$ cat src/rtl/uart_core_v2.sv
// uart_core_v2 : 16x-oversampled UART with runtime baud divisor, optional
// parity, TX and RX FIFOs and sticky receive error flags.
//
// Ports
//   clk, reset      system clock, asynchronous active-high reset
//   dvsr            tick period in clocks (0 behaves as 1)
//   rx / tx         serial input (asynchronous) / serial output (idle high)
//   wr_uart, w_data push a word into the TX FIFO
//   tx_full/empty   TX FIFO status
//   rd_uart         pop the RX FIFO head
//   r_data          RX FIFO head (show-ahead), 0 while empty
//   rx_empty        RX FIFO status
//   frame_err, parity_err, overrun_err   sticky receive errors
//   clr_err         clears the sticky errors (a simultaneous set wins)

// Show-ahead FIFO shared by the receive and transmit paths.
// Ports: wr/w_data push, rd pop, r_data head (0 while empty), full/empty.
module uart_core_v2_fifo #(
   parameter int B = 8,
   parameter int W = 2
) (
   input  logic         clk,
   input  logic         reset,
   input  logic         wr,
   input  logic         rd,
   input  logic [B-1:0] w_data,
   output logic [B-1:0] r_data,
   output logic         full,
   output logic         empty
);
   logic [B-1:0] regs [2**W];
   logic [W-1:0] w_ptr, r_ptr;
   logic         wr_ok, rd_ok;

   // A write on a full FIFO is only honoured when a read frees the slot in
   // the same cycle; a read on an empty FIFO is always ignored.
   assign wr_ok  = wr & (~full | rd);
   assign rd_ok  = rd & ~empty;
   assign r_data = empty ? '0 : regs[r_ptr];

   // Storage needs no reset: the head is masked to zero while empty.
   always_ff @(posedge clk) begin
      if (wr_ok)
         regs[w_ptr] <= w_data;
   end

   // Pointer and flag bookkeeping; a simultaneous read and write leaves the
   // occupancy, and therefore both flags, unchanged.
   always_ff @(posedge clk or posedge reset) begin
      if (reset) begin
         w_ptr <= '0;
         r_ptr <= '0;
         full  <= 1'b0;
         empty <= 1'b1;
      end else begin
         case ({wr_ok, rd_ok})
            2'b10: begin
               w_ptr <= w_ptr + W'(1);
               empty <= 1'b0;
               full  <= ((w_ptr + W'(1)) == r_ptr);
            end
            2'b01: begin
               r_ptr <= r_ptr + W'(1);
               full  <= 1'b0;
               empty <= ((r_ptr + W'(1)) == w_ptr);
            end
            2'b11: begin
               w_ptr <= w_ptr + W'(1);
               r_ptr <= r_ptr + W'(1);
            end
            default: ;
         endcase
      end
   end
endmodule

module uart_core_v2 #(
   parameter int DBIT     = 8,
   parameter int SB_TICK  = 16,
   parameter int PAR_EN   = 0,
   parameter int PAR_ODD  = 0,
   parameter int DVSR_BIT = 8,
   parameter int FIFO_W   = 2
) (
   input  logic                clk,
   input  logic                reset,
   input  logic [DVSR_BIT-1:0] dvsr,
   input  logic                rx,
   output logic                tx,
   input  logic                wr_uart,
   input  logic [DBIT-1:0]     w_data,
   output logic                tx_full,
   output logic                tx_empty,
   input  logic                rd_uart,
   output logic [DBIT-1:0]     r_data,
   output logic                rx_empty,
   output logic                frame_err,
   output logic                parity_err,
   output logic                overrun_err,
   input  logic                clr_err
);
   typedef enum logic [2:0] {IDLE, START, DATA, PARITY, STOP} state_t;

   localparam logic PAR_INIT = (PAR_ODD != 0) ? 1'b1 : 1'b0;
   localparam state_t AFTER_DATA = (PAR_EN != 0) ? PARITY : STOP;

   logic [DVSR_BIT-1:0] tick_cnt, tick_max;
   logic                tick;
   logic                rx_meta, rx_sync;

   state_t           rx_state, rx_state_next;
   logic [5:0]       rx_s, rx_s_next;
   logic [2:0]       rx_n, rx_n_next;
   logic [DBIT-1:0]  rx_b, rx_b_next;
   logic             rx_done, par_fail, frame_fail, rx_full, overrun_hit;

   state_t           tx_state, tx_state_next;
   logic [5:0]       tx_s, tx_s_next;
   logic [2:0]       tx_n, tx_n_next;
   logic [DBIT-1:0]  tx_b, tx_b_next, tx_head;
   logic             tx_par, tx_par_next, tx_bit, tx_reg, tx_rd;

   // Baud tick: comparing with >= means a divisor lowered below the running
   // count wraps on the very next clock instead of running through overflow.
   assign tick_max = (dvsr == '0) ? '0 : dvsr - DVSR_BIT'(1);
   assign tick     = (tick_cnt >= tick_max);

   always_ff @(posedge clk or posedge reset) begin
      if (reset)
         tick_cnt <= '0;
      else if (tick)
         tick_cnt <= '0;
      else
         tick_cnt <= tick_cnt + DVSR_BIT'(1);
   end

   // Two-flop synchroniser on the asynchronous rx pin, resetting to idle.
   always_ff @(posedge clk or posedge reset) begin
      if (reset) begin
         rx_meta <= 1'b1;
         rx_sync <= 1'b1;
      end else begin
         rx_meta <= rx;
         rx_sync <= rx_meta;
      end
   end

   // Receiver state registers.
   always_ff @(posedge clk or posedge reset) begin
      if (reset) begin
         rx_state <= IDLE;
         rx_s     <= '0;
         rx_n     <= '0;
         rx_b     <= '0;
      end else begin
         rx_state <= rx_state_next;
         rx_s     <= rx_s_next;
         rx_n     <= rx_n_next;
         rx_b     <= rx_b_next;
      end
   end

   // Receiver: the start bit is re-checked at mid-bit to reject glitches,
   // then every later bit is sampled 16 ticks apart. The word is handed on
   // at the end of the stop bit even when it carries an error.
   always_comb begin
      rx_state_next = rx_state;
      rx_s_next     = rx_s;
      rx_n_next     = rx_n;
      rx_b_next     = rx_b;
      rx_done       = 1'b0;
      par_fail      = 1'b0;
      frame_fail    = 1'b0;
      case (rx_state)
         IDLE:
            if (!rx_sync) begin
               rx_state_next = START;
               rx_s_next     = '0;
            end
         START:
            if (tick) begin
               if (rx_s == 6'd7) begin
                  rx_s_next = '0;
                  rx_n_next = '0;
                  rx_state_next = rx_sync ? IDLE : DATA;
               end else
                  rx_s_next = rx_s + 6'd1;
            end
         DATA:
            if (tick) begin
               if (rx_s == 6'd15) begin
                  rx_s_next = '0;
                  rx_b_next = {rx_sync, rx_b[DBIT-1:1]};
                  if (rx_n == 3'(DBIT-1))
                     rx_state_next = AFTER_DATA;
                  else
                     rx_n_next = rx_n + 3'd1;
               end else
                  rx_s_next = rx_s + 6'd1;
            end
         PARITY:
            if (tick) begin
               if (rx_s == 6'd15) begin
                  rx_s_next     = '0;
                  par_fail      = (rx_sync != ((^rx_b) ^ PAR_INIT));
                  rx_state_next = STOP;
               end else
                  rx_s_next = rx_s + 6'd1;
            end
         STOP:
            if (tick) begin
               if (rx_s == 6'(SB_TICK-1)) begin
                  rx_done       = 1'b1;
                  frame_fail    = ~rx_sync;
                  rx_state_next = IDLE;
               end else
                  rx_s_next = rx_s + 6'd1;
            end
         default: rx_state_next = IDLE;
      endcase
   end

   // A word arriving at a full FIFO is lost unless a read frees a slot in
   // the same cycle.
   assign overrun_hit = rx_done & rx_full & ~rd_uart;

   // Sticky error flags: a new error beats a clear requested in the same cycle.
   always_ff @(posedge clk or posedge reset) begin
      if (reset) begin
         frame_err   <= 1'b0;
         parity_err  <= 1'b0;
         overrun_err <= 1'b0;
      end else begin
         if (frame_fail)
            frame_err <= 1'b1;
         else if (clr_err)
            frame_err <= 1'b0;
         if (par_fail)
            parity_err <= 1'b1;
         else if (clr_err)
            parity_err <= 1'b0;
         if (overrun_hit)
            overrun_err <= 1'b1;
         else if (clr_err)
            overrun_err <= 1'b0;
      end
   end

   uart_core_v2_fifo #(.B(DBIT), .W(FIFO_W)) rx_fifo (
      .clk    (clk),
      .reset  (reset),
      .wr     (rx_done),
      .rd     (rd_uart),
      .w_data (rx_b),
      .r_data (r_data),
      .full   (rx_full),
      .empty  (rx_empty)
   );

   uart_core_v2_fifo #(.B(DBIT), .W(FIFO_W)) tx_fifo (
      .clk    (clk),
      .reset  (reset),
      .wr     (wr_uart),
      .rd     (tx_rd),
      .w_data (w_data),
      .r_data (tx_head),
      .full   (tx_full),
      .empty  (tx_empty)
   );

   // Transmitter state registers; tx is registered so the pin never glitches
   // and an asynchronous reset forces it high immediately.
   always_ff @(posedge clk or posedge reset) begin
      if (reset) begin
         tx_state <= IDLE;
         tx_s     <= '0;
         tx_n     <= '0;
         tx_b     <= '0;
         tx_par   <= 1'b0;
         tx_reg   <= 1'b1;
      end else begin
         tx_state <= tx_state_next;
         tx_s     <= tx_s_next;
         tx_n     <= tx_n_next;
         tx_b     <= tx_b_next;
         tx_par   <= tx_par_next;
         tx_reg   <= tx_bit;
      end
   end

   // Transmitter: the head word is loaded and popped in one IDLE cycle, so
   // back-to-back frames only lose that single clock between stop and start.
   always_comb begin
      tx_state_next = tx_state;
      tx_s_next     = tx_s;
      tx_n_next     = tx_n;
      tx_b_next     = tx_b;
      tx_par_next   = tx_par;
      tx_rd         = 1'b0;
      tx_bit        = 1'b1;
      case (tx_state)
         IDLE:
            if (!tx_empty) begin
               tx_rd         = 1'b1;
               tx_b_next     = tx_head;
               tx_par_next   = (^tx_head) ^ PAR_INIT;
               tx_s_next     = '0;
               tx_state_next = START;
            end
         START: begin
            tx_bit = 1'b0;
            if (tick) begin
               if (tx_s == 6'd15) begin
                  tx_s_next     = '0;
                  tx_n_next     = '0;
                  tx_state_next = DATA;
               end else
                  tx_s_next = tx_s + 6'd1;
            end
         end
         DATA: begin
            tx_bit = tx_b[0];
            if (tick) begin
               if (tx_s == 6'd15) begin
                  tx_s_next = '0;
                  tx_b_next = tx_b >> 1;
                  if (tx_n == 3'(DBIT-1))
                     tx_state_next = AFTER_DATA;
                  else
                     tx_n_next = tx_n + 3'd1;
               end else
                  tx_s_next = tx_s + 6'd1;
            end
         end
         PARITY: begin
            tx_bit = tx_par;
            if (tick) begin
               if (tx_s == 6'd15) begin
                  tx_s_next     = '0;
                  tx_state_next = STOP;
               end else
                  tx_s_next = tx_s + 6'd1;
            end
         end
         STOP:
            if (tick) begin
               if (tx_s == 6'(SB_TICK-1))
                  tx_state_next = IDLE;
               else
                  tx_s_next = tx_s + 6'd1;
            end
         default: tx_state_next = IDLE;
      endcase
   end

   assign tx = tx_reg;
endmodule
$ cat config.mk
export PLATFORM = sky130hd
export DESIGN_NAME = uart_core_v2
export DESIGN_NICKNAME = d
export VERILOG_FILES = /design/src/rtl/uart_core_v2.sv
export SDC_FILE = /design/constraint.sdc
export NUM_CORES = 1
export LEC_CHECK = 0
export ABC_CLOCK_PERIOD_IN_PS = 6700
export BUFFER_PORTS_ARGS = -buffer_cell sky130_fd_sc_hd__buf_2
export CAP_MARGIN = 0
export CORE_MARGIN = 1
export CORE_UTILIZATION = 45
export DETAILED_ROUTE_END_ITERATION = 8
export PLACE_DENSITY = 0.7
export SLEW_MARGIN = 5
export SYNTH_ARGS = -nofsm -noshare
export SYNTH_HDL_FRONTEND = slang
export SYNTH_SLANG_ARGS = --single-unit
$ cat constraint.sdc
create_clock -name clk -period 6.7 [get_ports clk]
set_clock_uncertainty 0.2 [all_clocks]
set_input_delay 1.005 -clock clk [delete_from_list [all_inputs] [get_ports clk]]
set_output_delay 1.005 -clock clk [all_outputs]
set_load 0.01 [all_outputs]
==> metrics.md <==
| Metric | Value |
|---|---|
| Area share of the largest cell type after synthesis | `0.3095` |
| Worst Hold Depth | `0` |
| Post_cts resized | `0` |
| Fmax | `215.8 MHz` |
| Hold path startpoint | `rx_meta$_DFF_PP1_` |
| Critical R2R Launch | `tick_cnt[0]$_DFF_PP0_` |
| Layout area overhead | `15.78%` |
| First-pass GRT wire length | `18400 um` |
| Final setup vio count | `0` |
| Root Buffer | `clkbuf_16` |
| Mapped Nets | `531` |
| Overflow after GRT | `0` |
| Syn Inst Count | `484` |
| Vias/cell | `5.342` |
| Hold Slack | `156.0 ps` |
| Crit. End Element | `register` |
| Critical path cell sequence | `buf_2, or4_1, or4_1, and2_1, ha_1, nand2b_1, a21o_1, a31oi_1, o21ai_4, nand3_1, nor2_2, and2_1` |
| CP peak stage delay | `560 ps` |
| Routed Antenna Nets | `0` |
| Top post-synthesis cells by area | `edfxtp_1 (31%), dfrtp_1 (25%), mux4_2 (5.8%)` |
| Vias | `3830` |
| Slew HR | `0.2986` |
| Htree depth | `4` |
| HP Class | `register to register` |
| Num rows | `42` |
| CP startpoint kind | `input port` |
| Clk buf depth | `2` |
| Tot GR Track Use | `0.1671` |
| Total Neg Setup Slack | `0 ps` |
| # clock sinks | `131` |
| Worst path slowest cell | `or4_1` |
| Placed insts | `685` |
| CORE AREA | `13350 um^2` |
| Final routed DRC violation total | `0` |
| Cell taking the most area after synthesis | `edfxtp_1` |
| Worst EP arrival | `4510 ps` |
| Cell Pwr Density | `319.2 nW/um^2` |
| Routability cong. | `0.7819` |
| Pleak | `2.973 nW` |
| CTS Buf Count | `17` |
| Skew-Pair Late Insertion Delay | `420 ps` |
| Avg Synthesized Cell Area | `12.83 um^2` |
| Layout cells sized above 1 | `0.2052` |
| Non-Filler Instances | `717` |
| Post-CTS Repair Setup Buffers | `0` |
| Predominant post-synthesis flop cell | `edfxtp_1` |
| MaxCap Viol Count | `0` |
| Total Die Area | `14270 um^2` |
| Worst R2R Setup Slack | `3580 ps` |
| Antenna cells | `0` |
| Count leader, synth | `edfxtp_1` |
| Footprint of the multi-input gates | `2450 um^2` |
| Final Max Slew Viols | `0` |
| Fill cell total of the finished layout | `1127` |
| Die H | `119.5 um` |
| Worst Path Required | `6570 ps` |
| Port Buf Inserts | `36` |
| Post-synth EDFFs | `64` |
| CTS tree | `done` |
| VDD IR-drop max | `253.4 uV` |
| Async set-reset flop share out of synthesis | `0.5115` |
| CTS Hold Bufs | `0` |
| Hold endpoint | `rx_sync$_DFF_PP1_` |
| Period utilisation layout | `0.6915` |
| Initial DRC count | `246` |
| Drt wl/cell | `15.06 um` |
| Post-synth top cells | `edfxtp_1 (64), dfrtp_1 (62), nand2_1 (41), nor2_1 (27)` |
| Post-Route Utilization | `0.5386` |
| NumNets Final | `575` |
| Reg2Reg Depth | `9` |
| Largest regs | `rx_fifo.regs: 32 flops, tx_fifo.regs: 32 flops` |
| DIE WIDTH | `119.5 um` |
| Reg area | `3605 um^2` |
| DRT Pass-1 Iters | `4` |
| Worst R2R End | `rx_fifo.regs[2][4]$_DFFE_PP_` |
| Number of top-level pins | `37` |
| Tmin final | `4633 ps` |
| Initial Util | `0.4652` |
| RSZ-0062 raised after global routing | `false` |
| Sequential element share of the synthesized area | `0.5805` |
| Synthesized cell area | `6210 um^2` |
| Final Hold Violating Endpoints | `0` |
| Crit path kind | `input port to register` |
| Synth cell types | `59` |
| Yosys reg bits | `131` |
| Dpl hpwl | `7321 um` |
| Synth warn | `0` |
| Result of the run | `finished, final reports clean` |
| Slew at the pin closest to its max-slew limit | `1047 ps` |
| Clk pin slew, worst setup/hold paths | `60 ps` |
| Routed wire length | `10800 um` |
| Initial antenna violation count | `0` |
| Total Power | `0.002295 W` |
| Pin count of the biggest net entering global routing | `68` |
| Number of global-route vias before repair | `3849` |
| Crit-path max FO | `17` |
-- power breakdown --
group | total [W] | internal (W) | switching (W) | leakage, nW
Combinational | 0.000316 | 0.000140 | 0.000176 | 1.29
Clock | 0.000977 | 0.000625 | 0.000352 | 0.298
Sequential | 0.00100 | 0.000931 | 0.0000702 | 1.39
-- worst max-delay path by stage --
stage	start	endpoint	slack, ps	depth (start not counted)
2_1_floorplan	dvsr[5]	rx_fifo.regs[0][0]$_DFFE_PP_	2430	11
3_5_place_dp	dvsr[5]	rx_fifo.regs[2][6]$_DFFE_PP_	1620	12
5_1_grt	dvsr[5]	rx_fifo.regs[2][5]$_DFFE_PP_	1760	12
6_report	dvsr[5]	rx_fifo.regs[2][4]$_DFFE_PP_	2070	12
3_3_place_gp	dvsr[5]	rx_fifo.regs[0][3]$_DFFE_PP_	1710	12
4_1_cts	dvsr[5]	rx_fifo.regs[2][4]$_DFFE_PP_	2020	12
-- kinds of logic after synthesis --
logic type                 Yosys count  synth area share
and+or+nand+nor                    146            0.1227
DFF                                131            0.5805
AOI/OAI and AO/OA                   71           0.07556
xor gates and xnor gates            39           0.05501
buffers and inverters               37           0.02498
muxes                               35           0.09087
adders and majority gates           25           0.05037
-- critical path: cells and delay by family --
family / cells / cell delay [ps]
simple gates: 7 / 2450
fa+ha+maj: 1 / 260
buf+inv: 1 / 110
compound gates: 3 / 670
-- layout by cell type, fill, tap and decap left out, types with 3 or more instances in the layout --
cell,instances
edfxtp_1,64
dfrtp_1,62
nand2_1,41
buf_2,36
nor2_1,27
o21ai_0,26
xnor2_1,26
ha_1,25
inv_1,24
and2_1,20
nand3_1,17
clkbuf_16,17
mux4_2,16
xor2_1,13
mux2_2,10
mux2i_1,8
a21oi_1,7
a22oi_1,7
nor3_1,6
nand2b_1,6
clkinv_4,5
dfstp_2,5
and3_1,4
bufinv_16,4
or4_1,3
nor2b_1,3
o31ai_1,3
nand4_1,3
a31oi_1,3
o21ai_1,3
clkinvlp_4,3
-- per-stage QoR --
stage                     setup slack (ps)  instance area (um^2)
after floorplan                       2433                  6210
after global placement                1713                  6556
after detailed placement              1617                  6556
after CTS                             2017                  7189
after global routing                  1761                  7189
final                                 2067                  7189
-- routing by layer --
| layer | GRT usage | vias up | wire length, um |
|---|---|---|---|
| met1 | 0.1930 | 1902 | 4612 |
| li1 | - | 1852 | - |
| met3 | 0.04981 | 17 | 378 |
| met5 | 0 | - | 0 |
| met4 | 0.05469 | 0 | 136 |
| met2 | 0.2948 | 59 | 5670 |
-- layout make-up --
| cell class | instances | area share |
|---|---|---|
| Sequential cell | 131 | 0.5014 |
| Multi-Input combinational cell | 316 | 0.3408 |
| Tap cell | 176 | 0.03063 |
| Inverter | 25 | 0.01305 |
| Clock buffer | 17 | 0.05917 |
| Clock inverter | 15 | 0.02889 |
| Timing Repair Buffer | 37 | 0.02611 |
No activity file was read; power rests on OpenSTA's default activity.
